==> config.mk <==
export PLATFORM = sky130hd
export DESIGN_NAME = modn_counter
export DESIGN_NICKNAME = d
export VERILOG_FILES = /design/src/rtl/clock_pkg.sv /design/src/rtl/button_conditioner.sv /design/src/rtl/modn_counter.sv
export SDC_FILE = /design/constraint.sdc
export NUM_CORES = 1
export LEC_CHECK = 0
export BUFFER_PORTS_ARGS = -buffer_cell sky130_fd_sc_hd__buf_4
export CORE_ASPECT_RATIO = 1.75
export CORE_UTILIZATION = 54
export CTS_CLUSTER_SIZE = 25
export DETAILED_ROUTE_END_ITERATION = 7
export HOLD_SLACK_MARGIN = 0.15
export PLACE_DENSITY = 0.83
export SYNTH_ARGS = -nofsm -noshare
export SYNTH_HDL_FRONTEND = slang
export SYNTH_SLANG_ARGS = --single-unit
==> constraint.sdc <==
create_clock -name clk -period 2.9 [get_ports clk]
set_clock_uncertainty 0.1 [all_clocks]
set_input_delay 0 -clock clk [delete_from_list [all_inputs] [get_ports clk]]
set_output_delay 0 -clock clk [all_outputs]
set_load 0.1 [all_outputs]
==> src/rtl/clock_pkg.sv <==
// ---------------------------------------------------------------------------
// clock_pkg
//   Shared definitions for the clock datapath: digit moduli, default button
//   conditioning parameters, the counter operation encoding and the BCD
//   split used by both the digit counters and the display driver.
// ---------------------------------------------------------------------------
package clock_pkg;

    localparam int SEC_MODULUS             = 60;
    localparam int MIN_MODULUS             = 60;
    localparam int HOUR_MODULUS            = 24;

    localparam int DEFAULT_DEBOUNCE_CYCLES = 4;
    localparam int DEFAULT_SYNC_STAGES     = 2;

    // Operation selected for the current edge, in priority order.
    typedef enum logic [2:0] {
        OP_IDLE = 3'd0,
        OP_LOAD = 3'd1,
        OP_KEEP = 3'd2,
        OP_UP   = 3'd3,
        OP_DOWN = 3'd4
    } count_op_e;

    typedef struct packed {
        logic [3:0] tens;
        logic [3:0] ones;
    } bcd_t;

    // Splits a value in 0..99 into BCD tens and ones digits.
    function automatic bcd_t to_bcd(input logic [6:0] value);
        bcd_t result;
        result.tens = 4'(value / 7'd10);
        result.ones = 4'(value % 7'd10);
        return result;
    endfunction

endpackage : clock_pkg

==> src/rtl/button_conditioner.sv <==
// ---------------------------------------------------------------------------
// button_conditioner
//   Turns a raw asynchronous pushbutton into a clean debounced level and a
//   single-cycle pulse on each debounced press.
//
//   Ports:
//     clk        in   system clock, rising edge
//     clear      in   asynchronous active-high reset
//     raw        in   raw pushbutton, active-high, asynchronous
//     level      out  debounced button level (0 = released)
//     rise_pulse out  one-cycle registered pulse on a debounced rise
//
//   After clear the conditioner is disarmed: a button that is already held
//   when clear drops produces no pulse. It re-arms once the synchronised
//   input has been seen low for DEBOUNCE_CYCLES consecutive real samples.
// ---------------------------------------------------------------------------
module button_conditioner
    import clock_pkg::*;
#(
    parameter int SYNC_STAGES     = DEFAULT_SYNC_STAGES,
    parameter int DEBOUNCE_CYCLES = DEFAULT_DEBOUNCE_CYCLES
) (
    input  logic clk,
    input  logic clear,
    input  logic raw,
    output logic level,
    output logic rise_pulse
);

    localparam int CNT_W = $clog2(DEBOUNCE_CYCLES + 1);
    localparam logic [CNT_W-1:0] CNT_LAST = CNT_W'(DEBOUNCE_CYCLES - 1);

    if (SYNC_STAGES < 2) begin : g_bad_sync_stages
        $error("button_conditioner: SYNC_STAGES must be at least 2");
    end
    if (DEBOUNCE_CYCLES < 1) begin : g_bad_debounce
        $error("button_conditioner: DEBOUNCE_CYCLES must be at least 1");
    end

    logic [SYNC_STAGES-1:0] sync_q;
    // Fills with ones after clear; marks when sync_q holds sampled data
    // rather than its reset zeros.
    logic [SYNC_STAGES-1:0] fill_q;
    logic [CNT_W-1:0]       stable_cnt_q, stable_cnt_d;
    logic [CNT_W-1:0]       low_cnt_q, low_cnt_d;
    logic                   level_q, level_d;
    logic                   level_prev_q;
    logic                   armed_q, armed_d;
    logic                   rise_q, rise_d;
    logic                   sync_level;
    logic                   sample_valid;

    assign sync_level   = sync_q[SYNC_STAGES-1];
    assign sample_valid = fill_q[SYNC_STAGES-1];

    always_comb begin
        stable_cnt_d = '0;
        level_d      = level_q;
        low_cnt_d    = low_cnt_q;
        armed_d      = armed_q;
        rise_d       = level_q & ~level_prev_q & armed_q;

        // Count consecutive samples that disagree with the debounced level;
        // any sample that agrees restarts the count.
        if (sync_level != level_q) begin
            if (stable_cnt_q == CNT_LAST) begin
                level_d = sync_level;
            end else begin
                stable_cnt_d = stable_cnt_q + CNT_W'(1);
            end
        end

        if (!armed_q) begin
            if (sample_valid && !sync_level) begin
                if (low_cnt_q == CNT_LAST) begin
                    armed_d = 1'b1;
                end else begin
                    low_cnt_d = low_cnt_q + CNT_W'(1);
                end
            end else begin
                low_cnt_d = '0;
            end
        end
    end

    always_ff @(posedge clk or posedge clear) begin
        if (clear) begin
            sync_q       <= '0;
            fill_q       <= '0;
            stable_cnt_q <= '0;
            low_cnt_q    <= '0;
            level_q      <= 1'b0;
            level_prev_q <= 1'b0;
            armed_q      <= 1'b0;
            rise_q       <= 1'b0;
        end else begin
            sync_q       <= {sync_q[SYNC_STAGES-2:0], raw};
            fill_q       <= {fill_q[SYNC_STAGES-2:0], 1'b1};
            stable_cnt_q <= stable_cnt_d;
            low_cnt_q    <= low_cnt_d;
            level_q      <= level_d;
            level_prev_q <= level_q;
            armed_q      <= armed_d;
            rise_q       <= rise_d;
        end
    end

    assign level      = level_q;
    assign rise_pulse = rise_q;

endmodule : button_conditioner

==> src/rtl/modn_counter.sv <==
// ---------------------------------------------------------------------------
// modn_counter
//   Modulo-MODULUS up/down digit counter with parallel load, hold, a
//   conditioned adjust pushbutton and registered carry/borrow pulses for
//   chaining seconds -> minutes -> hours.
//
//   Ports:
//     clk        in   system clock, rising edge
//     clear      in   asynchronous active-high reset
//     tick       in   one-cycle count-enable strobe
//     adjust     in   raw pushbutton; each debounced press steps once
//     keep       in   hold count; tick/adjust that cycle are dropped
//     down       in   0 = count up, 1 = count down
//     load       in   synchronous load of min(load_value, MODULUS-1)
//     load_value in   value for load
//     count      out  current count, 0..MODULUS-1
//     carry      out  registered pulse after a tick-caused up-wrap
//     borrow     out  registered pulse after a tick-caused down-wrap
//     adj_pulse  out  debounced adjust press pulse
//     tens, ones out  BCD digits of count (combinational)
// ---------------------------------------------------------------------------
module modn_counter
    import clock_pkg::*;
#(
    parameter int MODULUS         = 60,
    parameter int WIDTH           = 6,
    parameter int SYNC_STAGES     = DEFAULT_SYNC_STAGES,
    parameter int DEBOUNCE_CYCLES = DEFAULT_DEBOUNCE_CYCLES
) (
    input  logic             clk,
    input  logic             clear,
    input  logic             tick,
    input  logic             adjust,
    input  logic             keep,
    input  logic             down,
    input  logic             load,
    input  logic [WIDTH-1:0] load_value,
    output logic [WIDTH-1:0] count,
    output logic             carry,
    output logic             borrow,
    output logic             adj_pulse,
    output logic [3:0]       tens,
    output logic [3:0]       ones
);

    if (MODULUS < 2 || MODULUS > 100) begin : g_bad_modulus
        $error("modn_counter: MODULUS must be in 2..100");
    end
    if (MODULUS > 2 ** WIDTH) begin : g_bad_width
        $error("modn_counter: MODULUS does not fit in WIDTH bits");
    end

    localparam logic [WIDTH-1:0] MAX_COUNT = WIDTH'(MODULUS - 1);

    logic             adj_pulse_w;
    logic             unused_adj_level;
    logic             step;
    count_op_e        op;
    logic [WIDTH-1:0] count_q, count_d;
    logic             carry_q, carry_d;
    logic             borrow_q, borrow_d;
    bcd_t             bcd;

    button_conditioner #(
        .SYNC_STAGES     (SYNC_STAGES),
        .DEBOUNCE_CYCLES (DEBOUNCE_CYCLES)
    ) u_adjust (
        .clk        (clk),
        .clear      (clear),
        .raw        (adjust),
        .level      (unused_adj_level),
        .rise_pulse (adj_pulse_w)
    );

    // A tick and an adjust pulse on the same edge are one step, not two.
    assign step = tick | adj_pulse_w;

    always_comb begin
        op = OP_IDLE;
        if (load) begin
            op = OP_LOAD;
        end else if (keep) begin
            op = OP_KEEP;
        end else if (step) begin
            op = down ? OP_DOWN : OP_UP;
        end
    end

    // Only a tick-caused wrap reports carry/borrow, so adjusting one digit
    // never disturbs the next digit in the chain.
    always_comb begin
        count_d  = count_q;
        carry_d  = 1'b0;
        borrow_d = 1'b0;
        case (op)
            OP_LOAD: begin
                count_d = (load_value > MAX_COUNT) ? MAX_COUNT : load_value;
            end
            OP_UP: begin
                if (count_q == MAX_COUNT) begin
                    count_d = '0;
                    carry_d = tick;
                end else begin
                    count_d = count_q + WIDTH'(1);
                end
            end
            OP_DOWN: begin
                if (count_q == '0) begin
                    count_d  = MAX_COUNT;
                    borrow_d = tick;
                end else begin
                    count_d = count_q - WIDTH'(1);
                end
            end
            default: begin
                count_d = count_q;
            end
        endcase
    end

    always_ff @(posedge clk or posedge clear) begin
        if (clear) begin
            count_q  <= '0;
            carry_q  <= 1'b0;
            borrow_q <= 1'b0;
        end else begin
            count_q  <= count_d;
            carry_q  <= carry_d;
            borrow_q <= borrow_d;
        end
    end

    // count never exceeds 99, so 7 bits carry the full value.
    assign bcd = to_bcd(7'(count_q));

    assign count     = count_q;
    assign carry     = carry_q;
    assign borrow    = borrow_q;
    assign adj_pulse = adj_pulse_w;
    assign tens      = bcd.tens;
    assign ones      = bcd.ones;

endmodule : modn_counter

# Word-level counts from Yosys, hierarchy flattened
# Index checks and enable logic that the tools add are counted.
[classes] order_cmp=1 add_sub_neg=4 n_bitwise=5 n_div=2 shifts=0 reduce_logical=6 mux=19 eq_ne=8 mul=0
[ops] cell="$mux 3" n=8
[ops] cell="$mux 6" n=3
[ops] cell="$pmux 6 s3" n=1
[ops] cell="$eq 3x2->1 const B" n=3
[ops] cell="$div 6x4->7 const B" n=1
[ops] cell="$mod 6x4->7 const B" n=1
[ops] cell="$mux 1" n=7
[ops] cell="$add 3x1->3 const B" n=2
[ops] cell="$add 6x1->6 const B" n=1
[ops] cell="$eq 6x6->1 const B" n=1
[ops] cell="$gt 6x6->1 const B" n=1
[ops] cell="$logic_not 6->1" n=1
[ops] cell="$sub 6x1->6 const B" n=1
[ops] cell="$reduce_and 2->1" n=2
[ops] cell="$eq 3x1->1 const B" n=1
[ops] cell="$eq 3x3->1 const B" n=1
[ops] cell="$reduce_bool 3->1" n=1
[ops] cell="$and 1x1->1" n=2
[ops] cell="$ne 2x2->1 const B" n=1
[ops] cell="$not 1->1" n=2
[ops] cell="$logic_and 1x1->1" n=1
[ops] cell="$logic_not 1->1" n=1
[ops] cell="$ne 1x1->1" n=1
[ops] cell="$or 1x1->1" n=1
[word_totals] latchBits=0 word_cells=56 rom_bits=0 reg_bits=22 n_memories=0 ram_bits=0 in_bits=13

# Logic depth before layout (Yosys ltp)
[logic_depth] depth_word=6 ltp_mapped=12 ltp_nobuf=10

# Modules after synthesis
# A second synthesis with hierarchy kept.
[hier_totals] hier_cells=163 hier_area_um2=1490.2
[modules_own_cells] mod="modn_counter" instances=1 cells_each=121 area_each_um2=938.4
[modules_own_cells] mod="button_conditioner" instances=1 cells_each=42 area_each_um2=551.8

# Least setup slack after synthesis
# OpenSTA, ideal clock, no wires.
[synth_path] kind="register -> output" startpoint="register count_q[3] (netlist: count[3])" endpoint="output ones[3]" path_buffers=2 stages_incl_launch_ff=13 required_time_ns=2.800 arrival_time_ns=4.534 setup_slack_ns=-1.734 cell_sequence="dfrtp_1 buf_2 nor2b_1 nand2_1 a21oi_1 a31oi_1 ha_1 clkbuf_2 inv_1 nand3_1 a21oi_1 a311oi_1 o21ai_0"
[synth_via] elab_chain_cells=1
[synth_lines] element="start, declared" line="modn_counter.sv:59" rtl="logic [WIDTH-1:0] count_q, count_d;"
[synth_lines] element="start signal, assigned" line="modn_counter.sv:127" rtl="count_q <= count_d;"
[synth_lines] element="$mod 6x4->7" line="clock_pkg.sv:34" rtl="result.ones = 4'(value % 7'd10);"
[synth_lines] element="end, declared" line="modn_counter.sv:43" rtl="output logic [3:0] ones"
# No other way between the ends.

# Final worst setup path
[layout_path] startpoint="register count_q[3] (netlist: count[3])" endpoint="output ones[2]"
# The elaborated chain is that of the path after synthesis.

==> qor.yml <==
h-tree-depth: 1
wl_per_cell_um: 16.38
die_area_mm2: 0.002871
vias_per_cell: 5.880
via_count: 1376
antenna_cells: 0
yosys_warnings: 0
dr.pass1.iters: 4
final_common_cell: "buf_4"
async_reset_ff_share_pct: 100.0
clk_latency_ns: 0.26
drc: 0
required_ns: 2.80
power_report.internal_total_mw: 0.8032
fin_nets: 230
p_seq_share_pct: 28.9
syn_to_final_growth_pct: 40.61
ir_drop_v: 0.0005306
clock_sinks: 22
ant_nets: 0
crit_path_end_kind: "output port"
grt_overflow: 0
maxCapViolCount: 0
ys_seq_area_share_pct: 38.43
die_w_um: 40.94
clockPowerShare_pct: 18.8
fp-row-count: 24
p_sw_share_pct: 47.16
grt_pass1_wl_mm: 6.154
hold_ws_ns: 0.1753
clock.fmax_ghz: 0.3542
netlist_area_mm2: 0.001433
drv_slew: 0
status: "finished clean"
synth_cell_types: 39
setup_viol: 0
startpoint_type: "register"
coreArea_mm2: 0.002492
synthFlopType: "dfrtp_1"
tightestPinTransition_ns: 0.8163
clk_pin_slew_ns: 0.08
timing.final.crit_share_pct: 97.35
grt_max_degree: 23
critPathArrivalTime_ns: 2.72
p_switching_mw: 0.7168
comb_power_share_pct: 52.3
dieHeight_um: 70.14
drive_gt1_share_pct: 27.40
p_leak_nw: 0.8788
syn_nets: 186
initialDrtViolationCount: 68
start_util_pct: 57.48
slew_headroom_pct: 45.52
drt_wl_total_mm: 3.834
dp.cells: 210
critPathKind: "reg2out"
root_buffer: "clkbuf_8"
cts_buffers: 3
pin_count: 30
mostFrequentLayoutCells: "buf_4 (30), nand2_1 (19), dlygate4sd3_1 (18)"
routabilityCongestion: 0.8249
p_per_area_mw_per_mm2: 754.5
hp-class: "in2reg"
grt_usage_pct: 30.65
place.port_buffers: 28
cts_buffer_depth: 2
antenna_found_initial: 0
critPathMaxFanout: 15
cts_tree: "done"
fin_crit_ns: 2.823
synth_edf_count: 0
avgSynthCellArea_um2: 8.683
ys_seq_elements: 22
dpl.hpwl_mm: 2.730
finalNonFillerCells: 234
syn_inst: 165
timing.final.hold_violations: 0
grt_pass1_vias: 1358
[worst paths after layout]
kind | from | to | slack [ns] | cells after the start
max | count[3]$_DFFE_PP0P_ | ones[2] | 0.08 | 11
min | keep | count[5]$_DFFE_PP0P_ | 0.18 | 5
max reg2reg | count[1]$_DFFE_PP0P_ | count[4]$_DFFE_PP0P_ | 0.37 | 8
min reg2reg | u_adjust.fill_q[0]$_DFF_PP0_ | u_adjust.fill_q[1]$_DFF_PP0_ | 0.26 | 0
max in group asynchronous | clear | count[3]$_DFFE_PP0P_ | 1.75 | 3
min in group asynchronous | clear | u_adjust.fill_q[0]$_DFF_PP0_ | 0.35 | 3
[power by group through the flow]
stage	sequential [mW]	combinational (mW)	clock, mW
floorplan	0.502	0.549	0
global placement	0.438	0.720	0
detailed placement	0.443	0.737	0
CTS	0.437	0.779	0.287
global route	0.447	0.839	0.298
finish	0.439	0.795	0.286
[kinds of logic after synthesis]
kind of cell | after synthesis | share of synthesized area, %
other cells | 2 | 0.5242
flops | 22 | 38.43
xor+xnor | 5 | 3.057
simple gates | 64 | 21.92
mux | 2 | 1.485
fa+ha+maj | 8 | 6.987
compound gates | 42 | 21.14
buf+inv | 20 | 6.463
[routing by layer]
layer,global-route usage [%],wire length (um),vias to the layer above
li1,-,-,659
met1,35.62,1382,645
met2,53.82,2202,63
met3,2.857,176,9
met4,9.630,73,0
met5,0,0,-
[metrics by stage]
stage | worst slack [ns] | power, mW | area, um^2 | util, % | setup TNS (ns)
3_3_place_gp | 0.3350 | 1.159 | 1730 | 69.43 | 0
3_5_place_dp | 0.1869 | 1.180 | 1730 | 69.43 | 0
5_1_grt | -0.001589 | 1.584 | 2014 | 80.82 | -0.001589
4_1_cts | 0.01973 | 1.503 | 1996 | 80.07 | 0
6_report | 0.07692 | 1.520 | 2014 | 80.82 | 0
2_1_floorplan | -0.002403 | 1.051 | 1560 | - | -0.002403
[cell usage after synthesis (2+ instances only)]
cell type	n	area, um^2
a21o_1	2	15.01
a21oi_1	7	35.03
a311oi_1	3	26.28
a31oi_1	3	18.77
buf_2	4	20.02
buf_4	3	22.52
clkbuf_1	2	7.510
conb_1	2	7.510
dfrtp_1	22	550.5
ha_1	8	100.1
inv_1	10	37.54
nand2_1	20	75.07
nand2b_1	5	31.28
nand3_1	7	35.03
nor2_1	12	45.04
nor2b_1	9	56.30
nor3_1	5	25.02
nor3b_1	2	15.01
o21ai_0	12	60.06
o22ai_1	2	12.51
o31ai_1	3	22.52
xnor2_1	5	43.79
[worst max-delay path: stages, from the launching register on]
cell and delay (ns):
dfrtp_4 0.58, nor2b_4 0.17, nand2_1 0.08, a21oi_2 0.07, a31oi_4 0.23, ha_4 0.21, inv_4 0.04, o21ai_1 0.12
nand2_1 0.12, o22ai_4 0.31, mux2i_4 0.30, buf_8 0.22
[area by class of cell]
type	count	area, um^2
Clock inverter	1	30.03
Inverter	10	40.04
Clock buffer	3	41.29
Timing Repair Buffer	49	420.4
Fill cell	153	478.0
Multi-Input combinational cell	123	883.3
Tap cell	26	32.53
Sequential cell	22	566.8
[state kept, by name (all words and copies together) (netlist names)]
signal                 count
u_adjust.sync_q            2
carry                      1
u_adjust.level             1
u_adjust.low_cnt_q         3
borrow                     1
u_adjust.rise_pulse        1
u_adjust.stable_cnt_q      3
u_adjust.armed_q           1
u_adjust.level_prev_q      1
count                      6
u_adjust.fill_q            2
[timing repair]
item,CTS,global route
pin swaps,0,3
buffers inserted,0,2
hold buffers,18,0
endpoints found under the hold margin,31,0
setup endpoints to repair,1,2
gates resized for setup,2,1
No activity file was read; power rests on OpenSTA's default activity.
